**src/rtl/pipeline_mem_stage.sv**
```systemverilog
// Memory-access stage of the 5-stage RISC-V pipeline: EX/MEM register, req/ack data port,
// store lane/mask generation, load extraction, MEM/WB register and forwarding taps.
module pipeline_mem_stage #(
   parameter bit          MISALIGN_TRAP = 1'b1,
   parameter int unsigned MAX_WAIT      = 0
) (
   input  logic        clk,
   input  logic        rst_n,
   input  logic        ex_valid_i,
   input  logic [31:0] ALU_out_EX,
   input  logic [31:0] Rs2_out_EX,
   input  logic        Half_out_EX,
   input  logic        Byte_out_EX,
   input  logic        Sign_out_EX,
   input  logic        mem_read_i,
   input  logic        mem_write_i,
   input  logic        reg_write_i,
   input  logic [4:0]  rd_i,
   input  logic [1:0]  mem_to_reg_i,
   input  logic [31:0] PC4_out_EX,
   output logic        stall_o,
   output logic        mem_req,
   output logic        mem_we,
   output logic [31:0] mem_addr,
   output logic [31:0] mem_wdata,
   output logic [3:0]  mem_wmask,
   input  logic        mem_ack,
   input  logic [31:0] mem_rdata,
   output logic [31:0] fwd_exmem_data,
   output logic [31:0] fwd_memwb_data,
   output logic [4:0]  exmem_rd,
   output logic        exmem_reg_write,
   output logic        wb_valid,
   output logic        wb_reg_write,
   output logic [4:0]  wb_rd,
   output logic [31:0] wb_data,
   output logic        misalign_o,
   output logic        bus_err_o
);

   typedef enum logic {ST_IDLE, ST_WAIT} state_t;

   localparam bit         TIMEOUT_EN = (MAX_WAIT != 0);
   localparam logic [7:0] WAIT_LIMIT = TIMEOUT_EN ? 8'(MAX_WAIT - 1) : 8'd0;

   state_t      state_q, state_d;
   logic [7:0]  wait_cnt;
   logic        timeout, advance, fault;

   // EX/MEM register
   logic        m_valid, m_byte, m_half, m_sign, m_read, m_write, m_reg_write, m_misalign;
   logic [31:0] m_alu, m_rs2, m_pc4;
   logic [4:0]  m_rd;
   logic [1:0]  m_mem_to_reg, m_off;

   logic        ex_mem_op, ex_is_half, ex_is_word, ex_misaligned, ex_trap;
   logic [1:0]  ex_off;
   logic [31:0] shifted, load_data, wb_sel;

   assign ex_mem_op     = ex_valid_i & (mem_read_i | mem_write_i);
   assign ex_is_half    = ~Byte_out_EX & Half_out_EX;
   assign ex_is_word    = ~Byte_out_EX & ~Half_out_EX;
   assign ex_misaligned = (ex_is_half & ALU_out_EX[0]) | (ex_is_word & (|ALU_out_EX[1:0]));
   assign ex_trap       = MISALIGN_TRAP & ex_mem_op & ex_misaligned;

   // Offset is forced to natural alignment; trapped accesses never reach the bus anyway.
   assign ex_off = ex_is_word ? 2'b00 : (ex_is_half ? {ALU_out_EX[1], 1'b0} : ALU_out_EX[1:0]);

   assign timeout = TIMEOUT_EN & (state_q == ST_WAIT) & (wait_cnt == WAIT_LIMIT) & ~mem_ack;
   assign stall_o = (state_q == ST_WAIT) & ~mem_ack & ~timeout;
   assign advance = ~stall_o;
   assign fault   = m_misalign | timeout;

   always_comb begin
      // NOTE: every always_comb output gets a default first so no path leaves it unassigned (no latch).
      state_d = state_q;
      if (advance)
         state_d = (ex_mem_op & ~ex_trap) ? ST_WAIT : ST_IDLE;
   end

   always_ff @(posedge clk or negedge rst_n) begin
      // NOTE: sequential state uses non-blocking assignments so all registers update together.
      if (!rst_n) begin
         state_q  <= ST_IDLE;
         wait_cnt <= 8'd0;
      end else begin
         state_q  <= state_d;
         wait_cnt <= (state_q == ST_WAIT && !advance) ? wait_cnt + 8'd1 : 8'd0;
      end
   end

   always_ff @(posedge clk or negedge rst_n) begin
      if (!rst_n) begin
         m_valid      <= 1'b0;
         m_alu        <= '0;
         m_rs2        <= '0;
         m_pc4        <= '0;
         m_byte       <= 1'b0;
         m_half       <= 1'b0;
         m_sign       <= 1'b0;
         m_read       <= 1'b0;
         m_write      <= 1'b0;
         m_reg_write  <= 1'b0;
         m_rd         <= '0;
         m_mem_to_reg <= '0;
         m_off        <= '0;
         m_misalign   <= 1'b0;
      end else if (advance) begin
         m_valid      <= ex_valid_i;
         m_alu        <= ALU_out_EX;
         m_rs2        <= Rs2_out_EX;
         m_pc4        <= PC4_out_EX;
         m_byte       <= Byte_out_EX;
         m_half       <= ex_is_half;
         m_sign       <= Sign_out_EX;
         m_read       <= mem_read_i;
         m_write      <= mem_write_i;
         m_reg_write  <= reg_write_i;
         m_rd         <= rd_i;
         m_mem_to_reg <= mem_to_reg_i;
         m_off        <= ex_off;
         m_misalign   <= ex_trap;
      end
   end

   // Bus side: everything is driven from EX/MEM so it stays stable for the whole WAIT.
   assign mem_req  = (state_q == ST_WAIT);
   assign mem_we   = mem_req & m_write;
   assign mem_addr = {m_alu[31:2], 2'b00};

   always_comb begin
      mem_wdata = '0;
      mem_wmask = 4'b0000;
      if (m_write) begin
         if (m_byte) begin
            mem_wdata = {4{m_rs2[7:0]}};
            mem_wmask = 4'b0001 << m_off;
         end else if (m_half) begin
            mem_wdata = {2{m_rs2[15:0]}};
            mem_wmask = m_off[1] ? 4'b1100 : 4'b0011;
         end else begin
            mem_wdata = m_rs2;
            mem_wmask = 4'b1111;
         end
      end
   end

   assign shifted = mem_rdata >> {m_off, 3'b000};

   always_comb begin
      load_data = shifted;
      if (m_byte)
         load_data = {{24{m_sign & shifted[7]}}, shifted[7:0]};
      else if (m_half)
         load_data = {{16{m_sign & shifted[15]}}, shifted[15:0]};
   end

   always_comb begin
      case (m_mem_to_reg)
         2'b01:   wb_sel = load_data;
         2'b10:   wb_sel = m_pc4;
         default: wb_sel = m_alu;
      endcase
   end

   // MEM/WB register; a stall retires a bubble while wb_data keeps its last value.
   always_ff @(posedge clk or negedge rst_n) begin
      if (!rst_n) begin
         wb_valid     <= 1'b0;
         wb_reg_write <= 1'b0;
         wb_rd        <= '0;
         wb_data      <= '0;
         bus_err_o    <= 1'b0;
      end else begin
         bus_err_o <= timeout;
         if (advance) begin
            wb_valid     <= m_valid & ~fault;
            wb_reg_write <= m_reg_write & m_valid & ~fault;
            wb_rd        <= m_rd;
            wb_data      <= wb_sel;
         end else begin
            wb_valid     <= 1'b0;
            wb_reg_write <= 1'b0;
         end
      end
   end

   assign misalign_o      = m_misalign;
   assign fwd_exmem_data  = m_alu;
   assign fwd_memwb_data  = wb_data;
   assign exmem_rd        = m_rd;
   assign exmem_reg_write = m_reg_write & m_valid;

endmodule

```
**config.mk**
```make
export PLATFORM = sky130hd
export DESIGN_NAME = pipeline_mem_stage
export DESIGN_NICKNAME = d
export VERILOG_FILES = /design/src/rtl/pipeline_mem_stage.sv
export SDC_FILE = /design/constraint.sdc
export NUM_CORES = 1
export LEC_CHECK = 0
export CAP_MARGIN = 40
export CORE_ASPECT_RATIO = 1.1
export CORE_MARGIN = 10
export CORE_UTILIZATION = 35
export DETAILED_ROUTE_END_ITERATION = 10
export PLACE_DENSITY = 0.67
export SLEW_MARGIN = 15
export SYNTH_ARGS = -nofsm -noshare
export SYNTH_HDL_FRONTEND = slang
export SYNTH_SLANG_ARGS = --single-unit
```
**constraint.sdc**
```tcl
create_clock -name clk -period 2.3 [get_ports clk]
set_input_delay 0.345 -clock clk [delete_from_list [all_inputs] [get_ports clk]]
set_output_delay 0.345 -clock clk [all_outputs]
set_load 0.05 [all_outputs]
```
==> results of run 1 <==
[power by group]
part	internal (W)	total (W)	leakage (nW)	switching, W
Combinational	0.00174	0.00485	3.39	0.00311
Sequential	0.00305	0.00344	1.82	0.000386
Clock	0.00175	0.00296	0.287	0.00121
Total	0.00654	0.0112	5.49	0.00471
[cell usage after synthesis (all sizes together) (9+ instances only)]
master / count / share of area (%)
a21boi: 16 / 1.5
mux2i: 25 / 3.1
o21ai: 54 / 3.4
nand3: 9 / 0.56
nand2b: 9 / 0.71
nand3b: 19 / 1.8
clkbuf: 45 / 2.1
buf: 82 / 7.1
a221oi: 11 / 1.2
a21oi: 31 / 2.0
inv: 13 / 0.61
nand2: 382 / 18
nor2: 23 / 1.1
and2: 18 / 1.4
dfrtp: 152 / 48
a31oi: 9 / 0.71
[how the worst max path moves through the flow]
stage	depth (start not counted)	to	startpoint
2_1_floorplan	5	mem_wdata[16]	m_byte$_DFFE_PN0N_
3_3_place_gp	5	fwd_memwb_data[15]$_DFFE_PN0N_	mem_rdata[23]
3_5_place_dp	5	fwd_memwb_data[15]$_DFFE_PN0N_	mem_rdata[23]
4_1_cts	4	mem_wdata[11]	m_byte$_DFFE_PN0N_
5_1_grt	4	mem_wdata[11]	m_byte$_DFFE_PN0N_
6_report	4	mem_wdata[11]	m_byte$_DFFE_PN0N_
[cell type report]
type                       count  area share (%)
timing repair buffer         353           31.73
sequential                   152           31.51
multi-input combinational    671           28.10
clock buffer                  19           3.669
tap                          295           3.058
clock inverter                13           1.399
inverter                      15          0.4975
antenna                        2         0.04146
[per-layer routing]
layer	global-route usage, %	vias to the layer above	share of wire [%]
met2	34.74	329	49
li1	-	3578	-
met5	0	-	0
met3	8.139	33	11
met1	23.20	3576	39
met4	4.993	0	1.5
[cell families (layout without fill, tap and decap cells)]
group | Yosys count | count (layout) | share of synthesized area [%]
other cells | 1 | 5 | 0.04704
compound gates | 163 | 163 | 13.01
mux | 34 | 34 | 4.551
xor+xnor | 1 | 1 | 0.1099
flops | 152 | 152 | 47.71
fa+ha+maj | 2 | 2 | 0.3138
buf+inv | 142 | 400 | 9.966
simple gates | 468 | 468 | 24.29
[through the flow]
step | util [%] | hold slack, ns
finish | 54.25 | 0.4022
detailed placement | 51.43 | 0.3110
floorplan | - | 0.04941
global placement | 51.39 | 0.3104
CTS | 54.23 | 0.4110
global route | 54.23 | 0.4337
[what timing repair did]
| item | in CTS | in global routing |
|---|---|---|
| setup endpoints to repair | 1 | 1 |
| pin swaps | 0 | 0 |
| gates resized for setup | 1 | 0 |
| hold buffers | 1 | 0 |
| endpoints found under the hold margin | 44 | 0 |
==> impl_metrics.ini, run 1 <==
[timing]
fin_ws_ns = 0.1089
drv_slew = 0
hold_violations = 0
worst_clock_skew_ns = 0.009921
fin_crit_sh_pct = 95.27
worstMarginPinSlew_ns = 0.6670
timing.fmax_mhz = 456.4
fin_crit_ns = 2.191
tns_ns = 0
slew-limit-headroom_pct = 55.34
setup_viol = 0
grt_setup_unrepaired = true

[logic_synthesis]
async_reset_ff_share_pct = 100.0
synthDistinctLibCells = 44
synth_area_sq_mm = 0.007973
ys_seq_area_share_pct = 47.71
ys.flop_type = dfrtp_1
netlist_instances = 963
syn_area_per_cell_sq_um = 8.279
synth_edf_count = 0
yosys_warnings = 0
ys_ff_latch = 152

[cells_and_area]
syn_to_final_growth_pct = 51.41
fill_cells = 2072
num-nets-final = 1357
seq_area_sq_mm = 0.003804
instances_no_fill = 1520
final_common_cell = nand2_1
drive_gt1_share_pct = 10.14
multiInputGateArea_sq_mm = 0.003392
final_cell_mix = 382 x nand2_1, 284 x clkdlybuf4s50_1, 152 x dfrtp_1
fin_area_sq_mm = 0.01207

[clock_tree]
clkLatencyLatePin_ns = 0.43
post-cts-setup-buffer-count = 0
clock_sinks = 152
max-clock-path-buffers = 2
cts_buffers = 17
clk_pin_slew_ns = 0.07
ctsHtreeMaxLevel = 4
clock-root-buffer = clkbuf_16
tritoncts = yes

[outcome]
outcome = complete, no violations

[worst_setup_path]
crit_slowest_cell = inv_1
start_kind = flop
path_max_fanout = 13
r2r_slack_ns = 0.38
crit_type = flop to primary output
path_cells = inv_1 -> nand2_1 -> a21boi_1 -> buf_4
reg2reg_depth = 4
end_kind = primary output
worst-path-buf-inv = 2
r2r-start = m_byte$_DFFE_PN0N_
cp.required_ns = 1.96
path_delay_family = buffers and inverters
critical_path_arrival_ns = 1.85
rr_endpoint = fwd_memwb_data[21]$_DFFE_PN0N_
slowest_delay_ns = 0.43

[floorplanning]
core_sq_mm = 0.02225
die_area_sq_mm = 0.02922
die_w_microns = 163.9
dieHeight_microns = 178.3
fp-row-count = 57
start_util_pct = 35.83
floorplan.io_pins = 327

[power]
power_w = 0.01125
powerDensity_mw_per_mm2 = 931.6
p_leak_nw = 5.494
peakVddDrop_mv = 0.5060

[routing]
vias = 7516
firstDrtPassIters = 5
wl_per_cell_microns = 20.12
drc_errors = 0
avgViaCountPerCell = 4.945
ant_nets = 0
drtIter0Drc = 461
wl_microns = 30590

[global_routing]
grt_overflow_total = 0
grt_max_degree = 86
grt_first_pass_wirelength_microns = 45750
first_global_vias = 7667
grt_usage_pct = 20.31
antenna_found_initial = 1

[flow_run]
cap_violations = 0

[placement]
hpwlAfterDp_microns = 23480
dpl_worst_slack_ns = 0.2319
globalplace.congestion = 0.8671
numPortBuffers = 323
dp.cells = 1485
postPlaceCellArea_sq_mm = 0.01144

[worst_hold_path]
hp-class = primary input to asynchronous set/reset pin
Note: power is estimated with default switching activity, not from simulation.
==> run 2, diff against run 1 <==
--- a/config.mk
+++ b/config.mk
@@ -9,6 +9,7 @@
 export CORE_ASPECT_RATIO = 1.1
 export CORE_MARGIN = 10
 export CORE_UTILIZATION = 35
+export CTS_CLUSTER_SIZE = 20
 export DETAILED_ROUTE_END_ITERATION = 10
 export PLACE_DENSITY = 0.67
 export SLEW_MARGIN = 15
==> constraint.sdc (replaced) <==
create_clock -name clk -period 2.38 [get_ports clk]
set_input_delay 0.357 -clock clk [delete_from_list [all_inputs] [get_ports clk]]
set_output_delay 0.357 -clock clk [all_outputs]
set_load 0.05 [all_outputs]
==> run 2 against run 1 <==
Register-to-register slack lost 0.05 ns. Highest routed layer unchanged. Largest cell class is now sequential cells. Via count decreased by 0.61%. Total power is 5.6% lower. Critical path depth rose by 1. Final area down 1.5%. Cell count is 0.39% lower. Hold slack better by 0.054 ns. Critical endpoint is now mem_wdata[24]. Count of clock-buffer cells in the layout up 1. Sequential share of layout area rose by 0.48 points. First-iteration DRC count decreased by 12%. Clock power shrank 9.5%. Combinational power fell by 4.7%.
==> impl_metrics.ini, run 2 (same netlist as run 1, synthesis figures left out) <==
[global_routing]
grt_max_degree = 79
first_global_vias = 7589
antenna_found_initial = 1
grt_first_pass_wirelength_microns = 45570
grt_usage_pct = 20.21
grt_overflow_total = 0

[timing]
fin_crit_sh_pct = 93.64
fin_crit_ns = 2.229
worstMarginPinSlew_ns = 0.7160
timing.fmax_mhz = 448.7
fin_ws_ns = 0.1513
drv_slew = 0
worst_clock_skew_ns = 0.009656
slew-limit-headroom_pct = 52.17
tns_ns = 0
setup_viol = 0
hold_violations = 0

[clock_tree]
max-clock-path-buffers = 2
tritoncts = yes
clk_pin_slew_ns = 0.07
ctsHtreeMaxLevel = 4
clock_sinks = 152
clock-root-buffer = clkbuf_16
clkLatencyLatePin_ns = 0.43
cts_buffers = 17
post-cts-setup-buffer-count = 0

[routing]
ant_nets = 0
avgViaCountPerCell = 4.934
vias = 7470
drc_errors = 0
drtIter0Drc = 404
wl_per_cell_microns = 20.10
wl_microns = 30430
firstDrtPassIters = 6

[worst_setup_path]
critical_path_arrival_ns = 1.87
r2r_slack_ns = 0.33
crit_type = flop to primary output
end_kind = primary output
cp.required_ns = 2.02
start_kind = flop
path_max_fanout = 24

[placement]
globalplace.congestion = 0.8944
numPortBuffers = 323
dp.cells = 1480
hpwlAfterDp_microns = 23260
dpl_worst_slack_ns = 0.2493

[flow_run]
cap_violations = 0

[power]
peakVddDrop_mv = 0.4143
powerDensity_mw_per_mm2 = 893.1
p_leak_nw = 5.424

[floorplanning]
die_w_microns = 163.9
fp-row-count = 57
start_util_pct = 35.83
core_sq_mm = 0.02225
die_area_sq_mm = 0.02922
dieHeight_microns = 178.3
floorplan.io_pins = 327

[cells_and_area]
instances_no_fill = 1514
num-nets-final = 1352
final_cell_mix = 382 x nand2_1, 284 x clkdlybuf4s50_1, 152 x dfrtp_1
drive_gt1_share_pct = 9.770
syn_to_final_growth_pct = 49.15
utilization_pct = 53.44
final_common_cell = nand2_1

[outcome]
outcome = complete, no violations

[worst_hold_path]
hp-class = primary input to flop
## run 2: timing repair
item                       in CTS  in global routing
hold buffers                    1                  0
setup endpoints to repair       0                  2
resized for setup               0                  1
hold endpoints to repair       57                  0
## run 2: path summary, 6_finish.rpt
path | from | to | cells past startpoint
worst max-delay path | m_byte$_DFFE_PN0N_ | mem_wdata[24] | 5
worst min-delay path | Rs2_out_EX[16] | m_rs2[16]$_DFFE_PN0N_ | 3
worst max register to register | m_byte$_DFFE_PN0N_ | fwd_memwb_data[25]$_DFFE_PN0N_ | 5
worst min register to register | m_rs2[18]$_DFFE_PN0N_ | m_rs2[18]$_DFFE_PN0N_ | 2
max in group asynchronous | rst_n | m_rs2[25]$_DFFE_PN0N_ | 3
min in group asynchronous | rst_n | m_rs2[20]$_DFFE_PN0N_ | 2
## run 2: power breakdown
| part | internal, W | switching (W) | leakage [nW] |
|---|---|---|---|
| registers | 0.00295 | 0.000369 | 1.82 |
| clock network | 0.00153 | 0.00115 | 0.272 |
| logic | 0.00163 | 0.00299 | 3.33 |
| total | 0.00611 | 0.00451 | 5.42 |
## run 2: worst max-delay path, stage by stage, from the launching register on
cell     delay (ns)
dfrtp_1        0.49
buf_4          0.34
nand2_1        0.12
o21ai_0        0.13
and2_1         0.22
buf_12         0.15
## run 2: area by class of cell
class / instances / area (sq um)
fill: 2095 / 10360
tap: 295 / 369.1
multi-input combinational: 671 / 3395
clock buffer: 20 / 466.7
inverter: 15 / 58.81
timing repair buffer: 348 / 3680
clock inverter: 12 / 116.4
antenna: 1 / 2.502
sequential: 152 / 3804
## run 2: metal layers
| layer | part of all wire (%) | track usage, % | routed length (microns) | up-vias |
|---|---|---|---|---|
| met5 | 0 | 0 | 0 | - |
| met4 | 1.4 | 5.402 | 429 | 0 |
| met3 | 11 | 8.739 | 3367 | 19 |
| met2 | 48 | 33.67 | 14610 | 309 |
| met1 | 40 | 23.29 | 12030 | 3575 |
| li1 | - | - | - | 3567 |
## run 2: per-stage QoR
step | power, W | hold WS, ns | instance area, sq um
after floorplan | 0.006352 | 0.06141 | 7980
after detailed placement | 0.008017 | 0.4039 | 11290
after global routing | 0.01108 | 0.4453 | 11890
after CTS | 0.01071 | 0.4369 | 11890
final | 0.01062 | 0.4561 | 11890
after global placement | 0.007977 | 0.4040 | 11290
